--- src/rtl/mult_pkg.sv ---
// Shared types and widths for the multiplier scheduler.
package mult_pkg;

   localparam int unsigned OpW   = 32;
   localparam int unsigned ProdW = 64;

   typedef enum logic [1:0] {
      StIdle = 2'd0,
      StCalc = 2'd1,
      StDone = 2'd2
   } state_e;

endpackage

--- src/rtl/wallace32.sv ---
// Combinational 32x32 unsigned multiplier core.
module wallace32 (
   input  logic [31:0] A,
   input  logic [31:0] B,
   output logic [63:0] prod
);

   // Sum of shifted partial-product rows; synthesis reduces this to an adder tree.
   always_comb begin
      prod = '0;
      for (int i = 0; i < 32; i++) begin
         if (B[i]) begin
            prod = prod + ({32'b0, A} << i);
         end
      end
   end

endmodule

--- src/rtl/mult_sched.sv ---
// Two-requester round-robin scheduler in front of a single shared multiplier.
// Signed operands are converted to magnitudes, multiplied unsigned, and the
// product is negated when the operand signs differ.
module mult_sched
   import mult_pkg::*;
#(
   parameter int unsigned NREQ = 2
) (
   input  logic             clock,
   input  logic             reset_n,
   input  logic             req0_valid,
   input  logic             req1_valid,
   output logic             req0_ready,
   output logic             req1_ready,
   input  logic [OpW-1:0]   req0_a,
   input  logic [OpW-1:0]   req0_b,
   input  logic [OpW-1:0]   req1_a,
   input  logic [OpW-1:0]   req1_b,
   input  logic             req0_signed,
   input  logic             req1_signed,
   output logic             res_valid,
   input  logic             res_ready,
   output logic [ProdW-1:0] res_prod,
   output logic             res_id
);

   state_e           state_q, state_d;
   logic             ptr_q, ptr_d;
   logic [OpW-1:0]   a_q, a_d, b_q, b_d;
   logic             sgn_q, sgn_d, id_q, id_d;
   logic             res_valid_q, res_valid_d;
   logic             res_id_q, res_id_d;
   logic [ProdW-1:0] res_prod_q, res_prod_d;

   logic [NREQ-1:0]  valid, grant;
   logic             can_accept;
   logic [OpW-1:0]   mag_a, mag_b;
   logic [ProdW-1:0] mag_p, prod;
   logic             neg;

   // Grant: the slot is free in IDLE or when the held result retires this cycle.
   always_comb begin
      valid      = {req1_valid, req0_valid};
      can_accept = reset_n && ((state_q == StIdle) || ((state_q == StDone) && res_ready));
      grant      = '0;
      if (can_accept) begin
         if (&valid) begin
            grant = ptr_q ? 2'b10 : 2'b01;
         end else begin
            grant = valid;
         end
      end
   end

   assign req0_ready = grant[0];
   assign req1_ready = grant[1];

   // Sign-magnitude wrapper; 0x80000000 negates to itself, i.e. magnitude 2^31.
   always_comb begin
      mag_a = (sgn_q && a_q[OpW-1]) ? (-a_q) : a_q;
      mag_b = (sgn_q && b_q[OpW-1]) ? (-b_q) : b_q;
      neg   = sgn_q && (a_q[OpW-1] ^ b_q[OpW-1]);
      prod  = neg ? (-mag_p) : mag_p;
   end

   wallace32 u_mul (
      .A    (mag_a),
      .B    (mag_b),
      .prod (mag_p)
   );

   // Next-state: FSM progression, then operand capture on any grant.
   always_comb begin
      state_d     = state_q;
      ptr_d       = ptr_q;
      a_d         = a_q;
      b_d         = b_q;
      sgn_d       = sgn_q;
      id_d        = id_q;
      res_valid_d = res_valid_q;
      res_prod_d  = res_prod_q;
      res_id_d    = res_id_q;

      unique case (state_q)
         StCalc: begin
            res_prod_d  = prod;
            res_id_d    = id_q;
            res_valid_d = 1'b1;
            state_d     = StDone;
         end
         StDone: begin
            if (res_ready) begin
               res_valid_d = 1'b0;
               state_d     = StIdle;
            end
         end
         default: state_d = StIdle;
      endcase

      // A grant in DONE overrides the IDLE transition: retire and accept together.
      if (|grant) begin
         state_d = StCalc;
         ptr_d   = grant[0];
         id_d    = grant[1];
         a_d     = grant[1] ? req1_a : req0_a;
         b_d     = grant[1] ? req1_b : req0_b;
         sgn_d   = grant[1] ? req1_signed : req0_signed;
      end
   end

   // State registers with asynchronous clear.
   always_ff @(posedge clock or negedge reset_n) begin
      if (!reset_n) begin
         state_q     <= StIdle;
         ptr_q       <= 1'b0;
         a_q         <= '0;
         b_q         <= '0;
         sgn_q       <= 1'b0;
         id_q        <= 1'b0;
         res_valid_q <= 1'b0;
         res_prod_q  <= '0;
         res_id_q    <= 1'b0;
      end else begin
         state_q     <= state_d;
         ptr_q       <= ptr_d;
         a_q         <= a_d;
         b_q         <= b_d;
         sgn_q       <= sgn_d;
         id_q        <= id_d;
         res_valid_q <= res_valid_d;
         res_prod_q  <= res_prod_d;
         res_id_q    <= res_id_d;
      end
   end

   assign res_valid = res_valid_q;
   assign res_prod  = res_prod_q;
   assign res_id    = res_id_q;

endmodule

--- config.mk ---
export PLATFORM = sky130hd
export DESIGN_NAME = mult_sched
export DESIGN_NICKNAME = d
export VERILOG_FILES = /design/src/rtl/mult_pkg.sv /design/src/rtl/wallace32.sv /design/src/rtl/mult_sched.sv
export SDC_FILE = /design/constraint.sdc
export NUM_CORES = 2
export LEC_CHECK = 0
export ABC_AREA = 1
export BUFFER_PORTS_ARGS = -buffer_cell sky130_fd_sc_hd__buf_2
export CAP_MARGIN = 20
export CORE_MARGIN = 3
export CORE_UTILIZATION = 35
export DETAILED_ROUTE_END_ITERATION = 8
export SYNTH_ARGS = -nofsm -noshare
export SYNTH_HDL_FRONTEND = slang
export SYNTH_SLANG_ARGS = --single-unit
export TNS_END_PERCENT = 20
--- constraint.sdc ---
create_clock -name clock -period 40.2 [get_ports clock]
set_input_delay 8.04 -clock clock [delete_from_list [all_inputs] [get_ports clock]]
set_output_delay 8.04 -clock clock [all_outputs]
set_load 0.01 [all_outputs]
# Word-level counts from Yosys, hierarchy flattened
# Index checks and enable logic that the tools add are counted.
# op_classes
add_sub_neg	34
n_eq_ne	4
n_mux	46
n_bitwise	1
reduce_logical	11
# op_table
op	n
$mux 64	32
$mux 32	5
$add 64x33->64	1
$add 64x34->64	1
$add 64x35->64	1
$add 64x36->64	1
$add 64x37->64	1
$add 64x38->64	1
$add 64x39->64	1
$add 64x40->64	1
$add 64x41->64	1
$add 64x42->64	1
$add 64x43->64	1
$add 64x44->64	1
$add 64x45->64	1
$add 64x46->64	1
$add 64x47->64	1
$add 64x48->64	1
$add 64x49->64	1
$add 64x50->64	1
$add 64x51->64	1
$add 64x52->64	1
$add 64x53->64	1
$add 64x54->64	1
other kinds (26)	37
# totals
regBits	135
output_inout_bits	68

# Longest topological paths before layout
# depth
depth_word	67
ltp_mapped	314
depth_no_buf	314

# Hierarchy
# Synthesis repeated with hierarchy kept, for this count alone.
# unflattened
hier_cells	11942
area_unflattened_um2	70171.0
# modules_own_cells
module	instances	cells_per_inst	area_per_inst_um2
wallace32	1	10551	61054.8
mult_sched	1	1391	9116.2

# Worst setup path before layout
# OpenSTA, ideal clock, no wires.
# synth_timing
path_kind	reg2reg
startpoint	register a_q[0]
endpoint	register res_prod_q[62] (netlist: res_prod[62])
setup_time_ns	0.117
t_arrival_ns	41.030
required_time_ns	40.083
setup_slack_ns	-0.948
stages_incl_launch_ff	300
period_less_slack_ns	41.148
cell_sequence	dfrtp_1 -> inv_1 -> ha_1 -> o21ai_0 -> inv_1 -> ha_1 -> a21o_1 -> nand2_1 -> nand2_2 -> nand2_1 -> nand2_2 -> a21oi_1 -> o21ai_0 -> nand2_1 -> inv_1 -> ha_1 -> inv_1 -> o21ai_0 -> [264 not listed] -> o21ai_0 -> nand2_1 -> a21oi_1 -> o21ai_0 -> nand2_1 -> nand2_1 -> o21ai_0 -> xor2_1 -> nand2_1 -> o21ai_0 -> nor2_1 -> inv_1 -> nor2_1 -> nand3_1 -> o21ai_0 -> nand3_1 -> nand3_1 -> nand2_1
# synth_via
elab_chain_cells	67
# synth_rtl
item	line	rtl
from (decl)	mult_sched.sv:29	logic [OpW-1:0] a_q, a_d, b_q, b_d;
from (signal assigned)	mult_sched.sv:116	a_q <= '0;
from (signal assigned)	mult_sched.sv:126	a_q <= a_d;
$neg 32->32	mult_sched.sv:60	mag_a = (sgn_q && a_q[OpW-1]) ? (-a_q) : a_q;
$mux 32 *	mult_sched.sv:60	
$mux 32	wallace32.sv:12	if (B[i]) begin
$add 64x33->64	wallace32.sv:13	prod = prod + ({32'b0, A} << i);
$mux 64	wallace32.sv:12	
$add 64x34->64	wallace32.sv:13	
$mux 64	wallace32.sv:12	
$add 64x35->64	wallace32.sv:13	
[51 not listed]	n/a	
$add 64x61->64	wallace32.sv:13	
$mux 64	wallace32.sv:12	
$add 64x62->64	wallace32.sv:13	
$mux 64	wallace32.sv:12	
$add 64x63->64	wallace32.sv:13	
$mux 64 *	wallace32.sv:12	
$neg 64->64	mult_sched.sv:63	prod = neg ? (-mag_p) : mag_p;
$mux 64 *	mult_sched.sv:63	
to (signal assigned)	mult_sched.sv:131	res_prod_q <= res_prod_d;
to (decl)	mult_sched.sv:33	logic [ProdW-1:0] res_prod_q, res_prod_d;
# Mark *: on every way between the ends. The rest lies on a longest branch, timed or not.
# A chain may end at the register's enable or synchronous reset.

# Final worst setup path
# layout_timing
startpoint	register a_q[2]
endpoint	register res_prod_q[62] (netlist: res_prod[62])
# Same word-level chain as after synthesis.

==> results.yml <==
timing:
  worst_pin_slew_ns: 1.17
  fin_crit_sh: 1.00
  setup-violations-final: 5
  fin_tns_setup_ns: -0.321
  skew_ns: 0.0470
  finalCriticalPeriod_ns: 40.30
  slew-limit-headroom: 0.219
  fin_ws_ns: -0.104
  rsz0062_at_grt: "yes"
  hold_viol: 0
  slew_violations: 0
  max_freq_mhz: 24.8
finish:
  n_fill_cell: 17300
  final_util: 0.603
  area_delta_synth_final_pct: 70.2
  drive_above_1_share: 0.455
  layout.nets: 17600
setup_path:
  crit_start: "a_q[2]"
  crit_slowest_cell: "dfrtp_1"
  worstPathMaxFanout: 6
  rr_worst_depth: 291
  critical_path_class: "reg2reg"
  critPathMaxStageDelay_ns: 0.51
  critical_path.most_common_cell: "nand2_1"
  endpoint_kind: "flop"
  crit_arrival_ns: 40.81
  cp_data_required_time_ns: 40.71
  r2r_start: "a_q[2]"
  start_kind: "flop"
clock_network:
  postCtsHoldBufs: 0
  cts_buffers: 17
  cts_tree: "built"
  cts_num_sinks: 135
  htree_levels: 4
  clk_path_buf_depth: 2
  clock_latency_ns: 0.60
  cts.clk_slew.worst_paths_ns: 0.09
  cts-root-buf: "clkbuf_16"
drt:
  routed_wl_mm: 320
  first_pass_iters: 6
  via_per_inst: 5.04
  vias: 96200
  drcViolationCount: 0
  wl_per_cell_um: 16.8
  ant_nets: 0
  drt_iter0_markers: 6460
hold_path:
  hold_class: "reg2reg"
  hold_start: "res_prod[57]"
  min_path_cells: 2
global_routing:
  grt_start_max_net_pins: 69
  met2_usage: 0.436
  grt_pass1_wl_mm: 465
  grt_pass1_vias: 87800
  use_met3: 0.0269
  grt-busiest-layer: "met2"
  antenna_found_initial: 1
  use_met1: 0.383
  track_usage: 0.280
  grt_overflow_total: 0
placed_design:
  io_buffers: 202
  hpwl_mm: 232
  gp_congestion: 1.02
logic_synthesis:
  yosys.area.top_type: "nand2_1"
  syn_inst: 12200
  syn_area_mm2: 0.0703
  yosys-top-cells-area: "nand2_1, ha_1, a21oi_1, inv_1, xor2_1"
  synth_top_area_frac: 0.186
  ys_seq_area_frac: 0.0481
  syn_avg_cell_area_um2: 5.75
  ys.flop_type: "dfrtp_1"
  synth-edff-count: 0
  ys_warn_count: 0
  ys_ff_latch: 135
  synth.distinct_cells: 78
  syn_nets: 13400
  async_reset_ff_frac: 1.00
die:
  die-area_mm2: 0.206
  initial_core_util: 0.354
  rows: 163
  die_y_um: 454
  io_pins: 203
  core_mm2: 0.198
  die_w_um: 454
status:
  violations: "negative setup slack"
  status: "finished with violations"
run:
  cap_violations: 0
==> final timing paths <==
check                                    end  slack [ns]
worst min register to register  res_prod[57]        0.48
worst max register to register  res_prod[62]       -0.10
max in group asynchronous       res_prod[26]       31.15
worst min-delay path            res_prod[57]        0.48
worst max-delay path            res_prod[62]       -0.10
min in group asynchronous            a_q[26]        7.37
==> cell usage after synthesis (all sizes together) (10+ instances only) <==
cell type / count
nor3: 114
a21boi: 50
o211ai: 27
clkbuf: 66
dlygate4sd3: 11
xor2: 433
o31ai: 29
clkinv: 15
o21a: 55
nand3: 603
ha: 991
or2: 219
o311ai: 10
nand2: 3555
a21oi: 1369
nand4: 117
o221ai: 15
o21ai: 788
and2: 49
fa: 31
o22ai: 59
o21bai: 113
inv: 1858
a21o: 42
a31oi: 58
dfrtp: 135
xnor2: 294
mux2i: 10
a211oi: 30
nor2: 820
buf: 169
a221oi: 17
nor4: 29
==> flip-flops by register name, indices dropped and copies added, names as in the netlist <==
register / count
sgn_q: 1
res_prod: 64
b_q: 32
state_q: 2
a_q: 32
ptr_q: 1
id_q: 1
res_valid: 1
res_id: 1
==> metal layers <==
metal	up-vias	share of wire
met5	-	0
met4	0	0.066
met3	724	0.059
met2	2842	0.43
met1	44200	0.44
li1	48500	-
==> worst max-delay path: cells and delay by family (launching register included) <==
| family | cells | cell delay (ns) |
|---|---|---|
| buffers and inverters | 65 | 5.51 |
| XOR/XNOR | 18 | 2.55 |
| AO/OA/AOI/OAI | 85 | 12.10 |
| multiplexers | 1 | 0.29 |
| flip-flops | 1 | 0.51 |
| adder cells (fa/ha/maj) | 31 | 8.79 |
| AND/OR/NAND/NOR | 91 | 10.43 |
==> per-stage QoR <==
step	cells	hold slack [ns]	area (um^2)	setup WS [ns]
after floorplan	12200	0.478	70400	0.0362
after detailed placement	18600	0.463	102000	-3.62
after CTS	18800	0.483	109000	-0.00117
after global routing	19100	0.501	120000	-2.46
after global placement	18600	0.461	102000	-3.22
final	19100	0.480	120000	-0.104
==> layout make-up <==
type,count,area [um^2],share of cell area
multi-input cells,9959,72300,0.604
clock buffers,17,425,0.00356
clock inverters,15,178,0.00148
inverters,1873,7050,0.0589
diodes,2,5.00,0.0000418
repair buffers,4441,33000,0.276
well taps,2640,3300,0.0276
flip-flops and latches,135,3380,0.0283
==> repair_timing <==
| item | 4_1_cts | 5_1_grt |
|---|---|---|
| pin swaps | 235 | 893 |
| setup buffers | 169 | 272 |
| resized for setup | 1050 | 1923 |
| setup endpoints to repair | 22 | 30 |
==> logic make-up after synthesis <==
logic type	share of synthesized area
adder cells (fa/ha/maj)	0.185
XOR/XNOR	0.0906
AO/OA/AOI/OAI	0.213
buffers and inverters	0.127
flip-flops	0.0481
AND/OR/NAND/NOR	0.335
multiplexers	0.00148
==> cell usage in the layout, fill, tap and decap left out, types with 280 or more instances in the layout <==
cell,netlist,layout
inv_1,1807,1652
a21oi_1,1360,636
nor2_1,791,632
o21ai_0,546,280
a21oi_2,9,633
nand2_1,3490,3037
nand2_2,54,488
buf_4,47,4218
xor2_1,433,398
nand3_1,529,508
ha_1,991,509
ha_4,0,470
Power is not shown: default switching activity piles up to over one toggle a cycle in this logic, so the estimate is an artifact.
